`config.mk`:
```
export PLATFORM = sky130hd
export DESIGN_NAME = alu_rr_sequencer
export DESIGN_NICKNAME = d
export VERILOG_FILES = /design/src/rtl/alu_rr_sequencer.sv
export SDC_FILE = /design/constraint.sdc
export NUM_CORES = 1
export LEC_CHECK = 0
export BUFFER_PORTS_ARGS = -buffer_cell sky130_fd_sc_hd__buf_2
export CORE_AREA = 4 4 220 222
export CTS_CLUSTER_DIAMETER = 50
export DETAILED_ROUTE_END_ITERATION = 6
export DIE_AREA = 0 0 224 226
export GPL_TIMING_DRIVEN = 0
export PLACE_DENSITY_LB_ADDON = 0.1
export SLEW_MARGIN = 5
export SYNTH_ARGS = -nofsm -noshare
export SYNTH_HDL_FRONTEND = slang
export SYNTH_SLANG_ARGS = --single-unit
```
`constraint.sdc`:
```
create_clock -name clk -period 9.9 [get_ports clk]
set_input_delay 0.99 -clock clk [delete_from_list [all_inputs] [get_ports clk]]
set_output_delay 0.99 -clock clk [all_outputs]
set_load 0.01 [all_outputs]
```
`src/rtl/alu_rr_sequencer.sv`:
```
`default_nettype none
// ============================================================================
//  Module   : alu_rr_sequencer
//  Purpose  : Shares one combinational ALU between two requesters using
//             round-robin arbitration. Each requester has its own valid/ready
//             command channel. Results return on one shared valid/ready
//             response channel, tagged with the requester id.
//  Option   : define ALU_OPCHK_EN to flag unsupported opcodes on rsp_err.
//             When it is flagged, the result and zero flag are forced to 0.
//  Revision : 1.0  initial release
// ============================================================================
module alu_rr_sequencer #(
  parameter int DATA_W = 64,
  parameter int OP_W   = 4,
  parameter int CNT_W  = 32
) (
  input  logic              clk,
  input  logic              reset,
  // requester 0
  input  logic              req0_valid,
  output logic              req0_ready,
  input  logic [DATA_W-1:0] req0_a,
  input  logic [DATA_W-1:0] req0_b,
  input  logic [OP_W-1:0]   req0_op,
  // requester 1
  input  logic              req1_valid,
  output logic              req1_ready,
  input  logic [DATA_W-1:0] req1_a,
  input  logic [DATA_W-1:0] req1_b,
  input  logic [OP_W-1:0]   req1_op,
  // ALU side
  output logic [DATA_W-1:0] alu_a,
  output logic [DATA_W-1:0] alu_b,
  output logic [OP_W-1:0]   alu_op,
  input  logic [DATA_W-1:0] alu_result,
  input  logic              alu_zero,
  // shared response channel
  output logic              rsp_valid,
  input  logic              rsp_ready,
  output logic              rsp_id,
  output logic [DATA_W-1:0] rsp_result,
  output logic              rsp_zero,
  output logic              rsp_err,
  // status
  output logic              busy,
  output logic [CNT_W-1:0]  op_count
);

  typedef enum logic [1:0] {
    S_IDLE = 2'd0,
    S_EXEC = 2'd1,
    S_RESP = 2'd2
  } state_t;

  state_t              state_q, state_d;
  logic                last_grant_q;
  logic [DATA_W-1:0]   a_q, b_q;
  logic [OP_W-1:0]     op_q;
  logic                id_q;
  logic                rsp_valid_q;
  logic                rsp_id_q;
  logic [DATA_W-1:0]   rsp_result_q;
  logic                rsp_zero_q;
  logic [CNT_W-1:0]    op_count_q;

  logic                grant0, grant1;
  logic                acc0, acc1;
  logic                rsp_hs;
  logic [DATA_W-1:0]   exec_result;
  logic                exec_zero;

  // Round-robin arbitration and the next-state decision. A requester that is
  // not contending wins outright; on contention the one not granted last wins.
  always_comb begin
    state_d    = state_q;
    grant0     = 1'b0;
    grant1     = 1'b0;
    req0_ready = 1'b0;
    req1_ready = 1'b0;
    case (state_q)
      S_IDLE: begin
        grant0     = req0_valid && (!req1_valid || last_grant_q);
        grant1     = req1_valid && (!req0_valid || !last_grant_q);
        req0_ready = grant0;
        req1_ready = grant1;
        if (grant0 || grant1) state_d = S_EXEC;
      end
      S_EXEC:  state_d = S_RESP;
      S_RESP:  if (rsp_valid_q && rsp_ready) state_d = S_IDLE;
      default: state_d = S_IDLE;
    endcase
  end

  assign acc0   = req0_valid && req0_ready;
  assign acc1   = req1_valid && req1_ready;
  assign rsp_hs = rsp_valid_q && rsp_ready;

`ifdef ALU_OPCHK_EN
  logic rsp_err_q;
  logic op_illegal;

  // Only AND, OR, ADD, SUB and NOR are supported by the attached ALU.
  always_comb begin
    op_illegal = !((op_q == OP_W'(4'b0000)) || (op_q == OP_W'(4'b0001)) ||
                   (op_q == OP_W'(4'b0010)) || (op_q == OP_W'(4'b0110)) ||
                   (op_q == OP_W'(4'b1100)));
    exec_result = op_illegal ? '0 : alu_result;
    exec_zero   = op_illegal ? 1'b0 : alu_zero;
  end

  // Error flag is captured alongside the result at the end of EXEC.
  always_ff @(posedge clk or posedge reset) begin
    if (reset)                 rsp_err_q <= 1'b0;
    else if (state_q == S_EXEC) rsp_err_q <= op_illegal;
  end

  assign rsp_err = rsp_err_q;
`else
  assign exec_result = alu_result;
  assign exec_zero   = alu_zero;
  assign rsp_err     = 1'b0;
`endif

  // State register.
  always_ff @(posedge clk or posedge reset) begin
    if (reset) state_q <= S_IDLE;
    else       state_q <= state_d;
  end

  // Command latch, response capture and completion counter. The latched
  // operands also feed the ALU directly, so they hold still while idle.
  always_ff @(posedge clk or posedge reset) begin
    if (reset) begin
      last_grant_q <= 1'b1;
      a_q          <= '0;
      b_q          <= '0;
      op_q         <= '0;
      id_q         <= 1'b0;
      rsp_valid_q  <= 1'b0;
      rsp_id_q     <= 1'b0;
      rsp_result_q <= '0;
      rsp_zero_q   <= 1'b0;
      op_count_q   <= '0;
    end else begin
      if (acc0 || acc1) begin
        a_q          <= acc1 ? req1_a  : req0_a;
        b_q          <= acc1 ? req1_b  : req0_b;
        op_q         <= acc1 ? req1_op : req0_op;
        id_q         <= acc1;
        last_grant_q <= acc1;
      end
      if (state_q == S_EXEC) begin
        rsp_valid_q  <= 1'b1;
        rsp_id_q     <= id_q;
        rsp_result_q <= exec_result;
        rsp_zero_q   <= exec_zero;
      end
      if (state_q == S_RESP && rsp_hs) begin
        rsp_valid_q <= 1'b0;
        op_count_q  <= op_count_q + 1'b1;
      end
    end
  end

  assign alu_a      = a_q;
  assign alu_b      = b_q;
  assign alu_op     = op_q;
  assign rsp_valid  = rsp_valid_q;
  assign rsp_id     = rsp_id_q;
  assign rsp_result = rsp_result_q;
  assign rsp_zero   = rsp_zero_q;
  assign busy       = (state_q != S_IDLE);
  assign op_count   = op_count_q;

endmodule
`default_nettype wire
```
# Yosys cells after proc, flatten, opt, wreduce, memory -nomap -nowiden
# Cells that the tools add are included.
[word_totals] regBits=235 inputBits=334
[classes] addsub=1 n_eq_ne=4 mux=10 n_reduce_logical=17
[op_table] cell="64-bit 2-to-1 mux" count=2
[op_table] cell="32-bit by 1-bit adder with 32-bit output (second input constant)" count=1
[op_table] cell="1-bit logical AND" count=6
[op_table] cell="2-bit one-hot mux with 3 select lines" count=1
[op_table] cell="1-bit logical OR" count=4
[op_table] cell="1-bit 2-to-1 mux" count=4
[op_table] cell="2-bit 2-to-1 mux" count=2
[op_table] cell="4-bit 2-to-1 mux" count=1
[op_table] cell="2-bit != test (second input constant)" count=2
[op_table] cell="2-bit nonzero test" count=2
[op_table] cell="1-bit logical NOT" count=3
[op_table] cell="2-bit by 1-bit equality test with 1-bit output (second input constant)" count=1
[op_table] cell="2-bit equality test (second input constant)" count=1
[op_table] cell="2-bit logical NOT" count=1
[op_table] cell="2-bit AND reduction" count=1

# Logic depth before layout (Yosys ltp)
# Gate-level depths: netlist of the first run.
[logic_depth] depth_word=6 ltp_mapped=8

# Least setup slack after synthesis of the first run
# Ideal clock, no wire load.
[synth_timing] path_kind="input -> output" from="input port req0_valid" to="output port req1_ready" arrival_time_ps=1702 t_required_ps=8910 slack_ps=7208 cell_stages=5 path_cell_list="nand2_1 -> nand3_2 -> buf_2 -> clkbuf_1 -> inv_1"
[synth_between] elab_chain_len=4
[synth_lines] item="start, declared" line_no="20" rtl="input logic req0_valid,"
[synth_lines] item="1-bit logical NOT" line_no="83" rtl="grant1 = req1_valid && (!req0_valid || !last_grant_q);"
[synth_lines] item="1-bit logical OR" line_no="83"
[synth_lines] item="1-bit logical AND" line_no="83"
[synth_lines] item="1-bit 2-to-1 mux" line_no="80" rtl="case (state_q)"
[synth_lines] item="end, declared" line_no="27" rtl="output logic req1_ready,"
# No other way between the ends.

# Worst setup path after layout of the first run
[layout_timing] from="register state_q[1]" to="output port req1_ready"
[layout_between] elab_chain_len=2
[layout_lines] item="start, declared" line_no="55" rtl="state_t state_q, state_d;"
[layout_lines] item="start signal, assigned" line_no="127" rtl="else state_q <= state_d;"
[layout_lines] item="2-bit logical NOT" line_no="80"
[layout_lines] item="1-bit 2-to-1 mux" line_no="80"
# No other way between the ends.

==> summary.md, run 1 <==
| Metric | Value |
|---|---|
| Grt total ovfl | 0 |
| R2R Path End | alu_a[23] |
| Via count | 9864 |
| Hold Buf Count CTS | 0 |
| RePlAce Congestion | 0.8402 |
| Worst path cell trace | nor2_2 -> nand3_2 -> buf_2 -> clkbuf_1 -> inv_1 -> buf_2 |
| Top FF cell, synth | dfrtp_1 |
| WP data required | 8.91 ns |
| Hold Slack | 0.4424 ns |
| Cells after Synth | 1014 |
| Min cycle time layout | 3.404 ns |
| Die W | 224 um |
| IO buf count | 567 |
| #FFs+latches synth | 235 |
| Largest net degree at the start of global routing | 102 |
| Least-Margin Pin Slew | 0.8801 ns |
| Tot GR Track Use | 0.1691 |
| Setup TNS | 0 ns |
| Clock Tree Buf Depth | 3 |
| Post-synth EDFFs | 0 |
| CP max stage delay | 0.45 ns |
| Resized cells post-CTS | 0 |
| Initial antenna violation count | 18 |
| ANT nets after route | 0 |
| Final Hold Vio Count | 0 |
| Fin nets | 1958 |
| Core area | 0.04636 mm^2 |
| Layout cell share with drive strength beyond 1 | 0.4458 |
| Sequential share of the synthesized area | 0.5876 |
| H-tree depth | 2 |
| Finished Core Util | 0.3223 |
| Slew Limit Fails | 0 |
| Avg Cell Area, Syn | 9.871 um^2 |
| # fillers | 5002 |
| Vias/cell | 4.355 |
| Row count | 79 |
| Worst Setup End Kind | output port |
| Final instance area | 0.01494 mm^2 |
| Hold WC Path Type | in -> async |
| Critical Path AT | 2.41 ns |
| Slew headroom | 0.4132 |
| WL final | 44790 um |
| Slowest CP cell | dfrtp_1 |
| Setup Buffers After CTS | 0 |
| Number of global-route vias before repair | 10290 |
| Post-DR wirelength/cell | 19.77 um |
| Critical R2R Launch | state_q[1] |
| Leak | 7.573 nW |
| Clk_lat worst skew | 0.55 ns |
| Post-DP HPWL | 34510 um |
| IO Pins | 569 |
| Clock sink count | 235 |
| Clock root cell | clkbuf_16 |
| CTS tree | built |
| Max Clk Rate | 293.8 MHz |
| RSZ-0062 raised after global routing | false |
| Final setup fails | 0 |
| Remaining DRCs | 0 |
| Peak supply drop | 0.0001183 V |
| Clock skew | 0.01357 ns |
| Synth warnings | 0 |
| P&R area growth vs syn | 49.25% |
| Pwr Density | 328.7 mW/mm^2 |
| TritonCTS Buffers | 38 |
| CP Max Fanout | 10 |
| Mapped Nets | 1349 |
| Reg-to-reg slack, setup | 7.66 ns |
| Initial Util | 0.2159 |
| Ys async rst share | 1.000 |
| DR iter-0 viols | 385 |
| Post-synthesis cell type count | 34 |
| Die Ht | 226 um |
| Final period utilization | 0.3438 |
| Clk pin slew, worst setup/hold paths | 0.05 ns |
| Reg2reg path depth | 5 |
| Mapped Area | 0.01001 mm^2 |
| Crit Path Category | reg -> out |
| Maximum Capacitance Violations | 0 |
| First-pass GRT wire length | 64790 um |
| Launch point of the worst path | state_q[1] |
| Placed standard-cell area | 0.01367 mm^2 |
| Status | completed |
| CP Launch Type | register |
| Most frequent CP cell | buf_2 |
| DRT Pass-1 Iters | 4 |
| Die area | 0.05062 mm^2 |
## per-stage QoR
stage,setup WS [ns],instances,power (mW)
2_1_floorplan,2.465,1014,2.707
6_report,6.496,2265,4.911
5_1_grt,6.263,2261,5.261
3_3_place_gp,-1.449,2188,3.649
4_1_cts,6.310,2258,5.021
3_5_place_dp,6.410,2190,3.654
## where the power goes
part           internal, mW  switching [mW]  leakage [nW]
Sequential             1.41           0.237          2.79
Combinational         0.802            1.14          4.17
Clock                 0.823           0.499         0.615
Total                  3.04            1.87          7.57
## cell families (layout without fill, tap and decap cells)
group / Yosys count / count (layout) / share of synthesized area
xor+xnor: 31 / 31 / 0.02712
mux: 66 / 66 / 0.07425
flops: 235 / 235 / 0.5876
simple gates: 473 / 473 / 0.1930
buf+inv: 74 / 711 / 0.03313
fa+ha+maj: 1 / 1 / 0.001250
compound gates: 133 / 133 / 0.08325
other cells: 1 / 8 / 0.0003746
## layout make-up
class,instances,area (um^2),area share
clock buffer,52,1084,0.07253
timing repair buffer,569,2893,0.1936
sequential,235,5882,0.3937
clock inverter,16,168.9,0.01131
buffer,67,305.3,0.02044
tap,607,759.5,0.05084
multi-input combinational,705,3796,0.2541
antenna,7,17.52,0.001173
inverter,7,33.78,0.002261
## worst max-delay path, delay by kind of cell (launching register included)
kind / cells / cell delay (ns)
DFF: 1 / 0.45
and+or+nand+nor: 2 / 0.55
buffers and inverters: 4 / 0.85
## placed cells by master, fill, tap and decap left out, drive strengths merged, types with 3 or more instances in the layout
| cell type | n |
|---|---|
| diode | 7 |
| and2 | 3 |
| and3 | 6 |
| nand3 | 16 |
| nand2 | 286 |
| inv | 12 |
| mux2 | 66 |
| nor3 | 7 |
| nor2 | 141 |
| xor2 | 11 |
| nand4 | 5 |
| buf | 601 |
| clkinv | 7 |
| clkbuf | 87 |
| dfrtp | 234 |
| xnor2 | 20 |
| a31oi | 132 |
## how the worst max path moves through the flow
stage	slack [ns]	to	cells after the start
after detailed placement	6.41	req1_ready	7
after CTS	6.31	req1_ready	6
after floorplan	2.47	alu_a[0]	1
after global routing	6.26	req1_ready	6
after global placement	-1.45	alu_b[15]	2
final	6.50	req1_ready	6
## sequential cells by signal (all words and copies together) (netlist names)
name and count:
last_grant_q 1, alu_op 4, op_count 32, id_q 1, alu_a 64, alu_b 64
rsp_id 1, rsp_valid 1, rsp_zero 1, state_q 2, rsp_result 64
## metal layers
layer,vias to the layer above,share of wire,global-route usage,wire (um)
met2,391,0.49,0.2877,21860
met1,4725,0.39,0.1984,17500
met5,-,0.0026,0,118
met4,22,0.026,0.04931,1156
met3,84,0.093,0.06681,4149
li1,4642,-,-,-
## synth_stat cells, types with 2 or more instances
library cell | n | area (um^2)
nand2_1 | 286 | 1074
dfrtp_1 | 234 | 5856
nor2_1 | 140 | 525.5
a31oi_1 | 132 | 825.8
mux2_2 | 66 | 743.2
clkbuf_1 | 35 | 131.4
xnor2_1 | 20 | 175.2
buf_2 | 19 | 95.09
nand3_1 | 15 | 75.07
xor2_1 | 11 | 96.34
buf_4 | 8 | 60.06
nor3_1 | 7 | 35.03
inv_1 | 6 | 22.52
buf_1 | 5 | 18.77
and3_1 | 4 | 25.02
nand4_1 | 4 | 25.02
and2_1 | 3 | 18.77
and3_2 | 2 | 15.01
nor2b_1 | 2 | 12.51
Power figures use the tool's default switching activity.
==> run 2: changes to the inputs <==
clock period = 3.1 ns   (was 9.9 ns; I/O delays follow)
==> run 2 against run 1 <==
- via count increased by 9.7%
- sequential share of layout area shrank 5.3 points
- flip-flop and latch count is the same
- critical path depth grew 3
- first-iteration DRC count grew 14%
- core utilization rose by 5.0 points
- power grew to 3.4 times the previous value
- clock skew grew 0.015 ns
- critical path type is now reg -> reg
==> summary.md, run 2 (synthesized netlist as in run 1, its figures left out) <==
| Metric | Value |
|---|---|
| H-tree depth | 2 |
| Final setup fails | 0 |
| Clk pin slew, worst setup/hold paths | 0.05 ns |
| Clock Tree Buf Depth | 3 |
| Number of global-route vias before repair | 11630 |
| Worst Setup End Kind | register |
| Placed standard-cell area | 0.01379 mm^2 |
| Max Clk Rate | 356.1 MHz |
| Finished Layout Cells | 2487 |
| Maximum Capacitance Violations | 0 |
| IO Pins | 569 |
| Status | completed |
| Critical path's top delay family | buffers and inverters |
| Clock sink count | 235 |
| Final period utilization | 0.9059 |
| Die area | 0.05062 mm^2 |
| Setup TNS | 0 ns |
| Reg2reg path depth | 9 |
| Post-DR wirelength/cell | 18.94 um |
| ANT nets after route | 0 |
| TritonCTS Buffers | 39 |
| DR iter-0 viols | 439 |
| RePlAce Congestion | 0.8271 |
| Met1 usage | 0.2073 |
| Slew Limit Fails | 0 |
| CTS tree | built |
| Final instance area | 0.01725 mm^2 |
| CP Max Fanout | 10 |
| Critical Path AT | 3.30 ns |
| Least-Margin Pin Slew | 0.7801 ns |
| First-pass GRT wire length | 70250 um |
| Peak supply drop | 0.0005450 V |
| Final Hold Vio Count | 0 |
| Most frequent CP cell | buf_2 |
| P&R area growth vs syn | 72.36% |
| Slew headroom | 0.4799 |
| Grt total ovfl | 0 |
| Crit. path cell count | 9 |
| Fin nets | 2182 |
| Leak | 8.549 nW |
| Clk_lat worst skew | 0.56 ns |
| RSZ-0062 raised after global routing | false |
| IO buf count | 567 |
| Gr busiest metal | met2 |
| Critical R2R Launch | state_q[1] |
| Hold WC Path Type | in -> reg |
| Vias/cell | 4.349 |
| # fillers | 4810 |
| Die W | 224 um |
| Finished Core Util | 0.3722 |
| Clock root cell | clkbuf_16 |
| Most frequent cells in the layout | 586 x buf_2, 286 x nand2_1, 234 x dfrtp_1, 217 x dlygate4sd3_1, 140 x nor2_1 |
| Tot GR Track Use | 0.1802 |
| Min cycle time layout | 2.808 ns |
| Launch point of the worst path | state_q[1] |
| Remaining DRCs | 0 |
| Row count | 79 |
| Setup Buffers After CTS | 0 |
| Post-DP HPWL | 35850 um |
| CP max stage delay | 0.58 ns |
| Initial Util | 0.2159 |
| DRT Pass-1 Iters | 4 |
| Hold Path Origin | req1_a[6] |
| Core area | 0.04636 mm^2 |
| Largest net degree at the start of global routing | 39 |
| Met3 Usage GRT | 0.06096 |
| # placed instances | 2196 |
| WP data required | 3.59 ns |
| Hold depth | 3 |
| Grt met2 use | 0.3169 |
| Initial antenna violation count | 12 |
| Pwr Density | 962.0 mW/mm^2 |
| CP Launch Type | register |
| WL final | 47110 um |
| Via count | 10820 |
| Most common cell after layout, fill and taps aside | buf_2 |
| Buffers & Inverters on Critical Path | 5 |
| Slowest CP cell | dlygate4sd3_1 |
| Clock skew | 0.02862 ns |
| Layout cell share with drive strength beyond 1 | 0.3979 |
| Worst path cell trace | nor2_2 -> nand3_1 -> buf_2 -> inv_2 -> buf_2 -> buf_4 -> nand2_1 -> a31oi_1 -> dlygate4sd3_1 |
| Crit Path Category | reg -> reg |
| Die Ht | 226 um |
-- run 2: cell types whose count changed in the layout (fill, tap and decap cells not counted), sizes merged, moves of 2 or more --
cell	change
buf	+6
clkbuf	-4
clkinv	+5
diode	-2
dlygate4sd3	+217
inv	-2
-- run 2: worst register-to-register path, cell delays in order (launching register included) --
cell and delay (ns):
dfrtp_1 0.44, nor2_2 0.32, nand3_1 0.11, buf_2 0.24, inv_2 0.22, buf_2 0.35, buf_4 0.26, nand2_1 0.07
a31oi_1 0.17, dlygate4sd3_1 0.58
-- run 2: repair_timing --
item,4_1_cts,5_1_grt
endpoints found under the hold margin,248,0
setup endpoints to repair,0,7
resized for setup,0,5
hold buffers,217,0
-- run 2: path summary, 6_finish.rpt --
| check | end | slack (ns) |
|---|---|---|
| max | alu_a[3] | 0.29 |
| min | alu_a[6] | 0.03 |
| max reg2reg | alu_a[3] | 0.29 |
| min reg2reg | last_grant_q | 0.46 |
| max in group asynchronous | alu_b[52] | 1.74 |
| min in group asynchronous | op_count[28] | 0.25 |
-- run 2: per-layer routing --
metal | share of wire | vias up
li1 | - | 5092
met1 | 0.39 | 5217
met2 | 0.50 | 405
met3 | 0.081 | 90
met4 | 0.028 | 12
met5 | 0.0014 | -
-- run 2: cell type report --
cell class	instances	area, um^2	share of cell area
buffer	67	307.8	0.01784
antenna	5	12.51	0.0007252
sequential	235	5882	0.3409
clock buffer	48	1061	0.06150
inverter	7	30.03	0.001741
tap	607	759.5	0.04402
multi-input combinational	705	3796	0.2200
clock inverter	21	219.0	0.01269
timing repair buffer	792	5185	0.3005
-- run 2: stage by stage --
step	power, mW	worst slack (ns)	hold WS (ns)
6_report	16.60	0.2918	0.03208
3_5_place_dp	11.70	0.5994	0.2733
5_1_grt	17.78	0.003266	0.007333
3_3_place_gp	11.66	-2.312	0.4531
2_1_floorplan	8.646	-0.2871	0.4414
4_1_cts	16.90	0.05782	0.0005719
-- run 2: power by group --
part / internal, mW / switching [mW]
Clock: 2.70 / 1.63
Combinational: 3.21 / 3.77
Sequential: 4.51 / 0.788
Total: 10.4 / 6.18
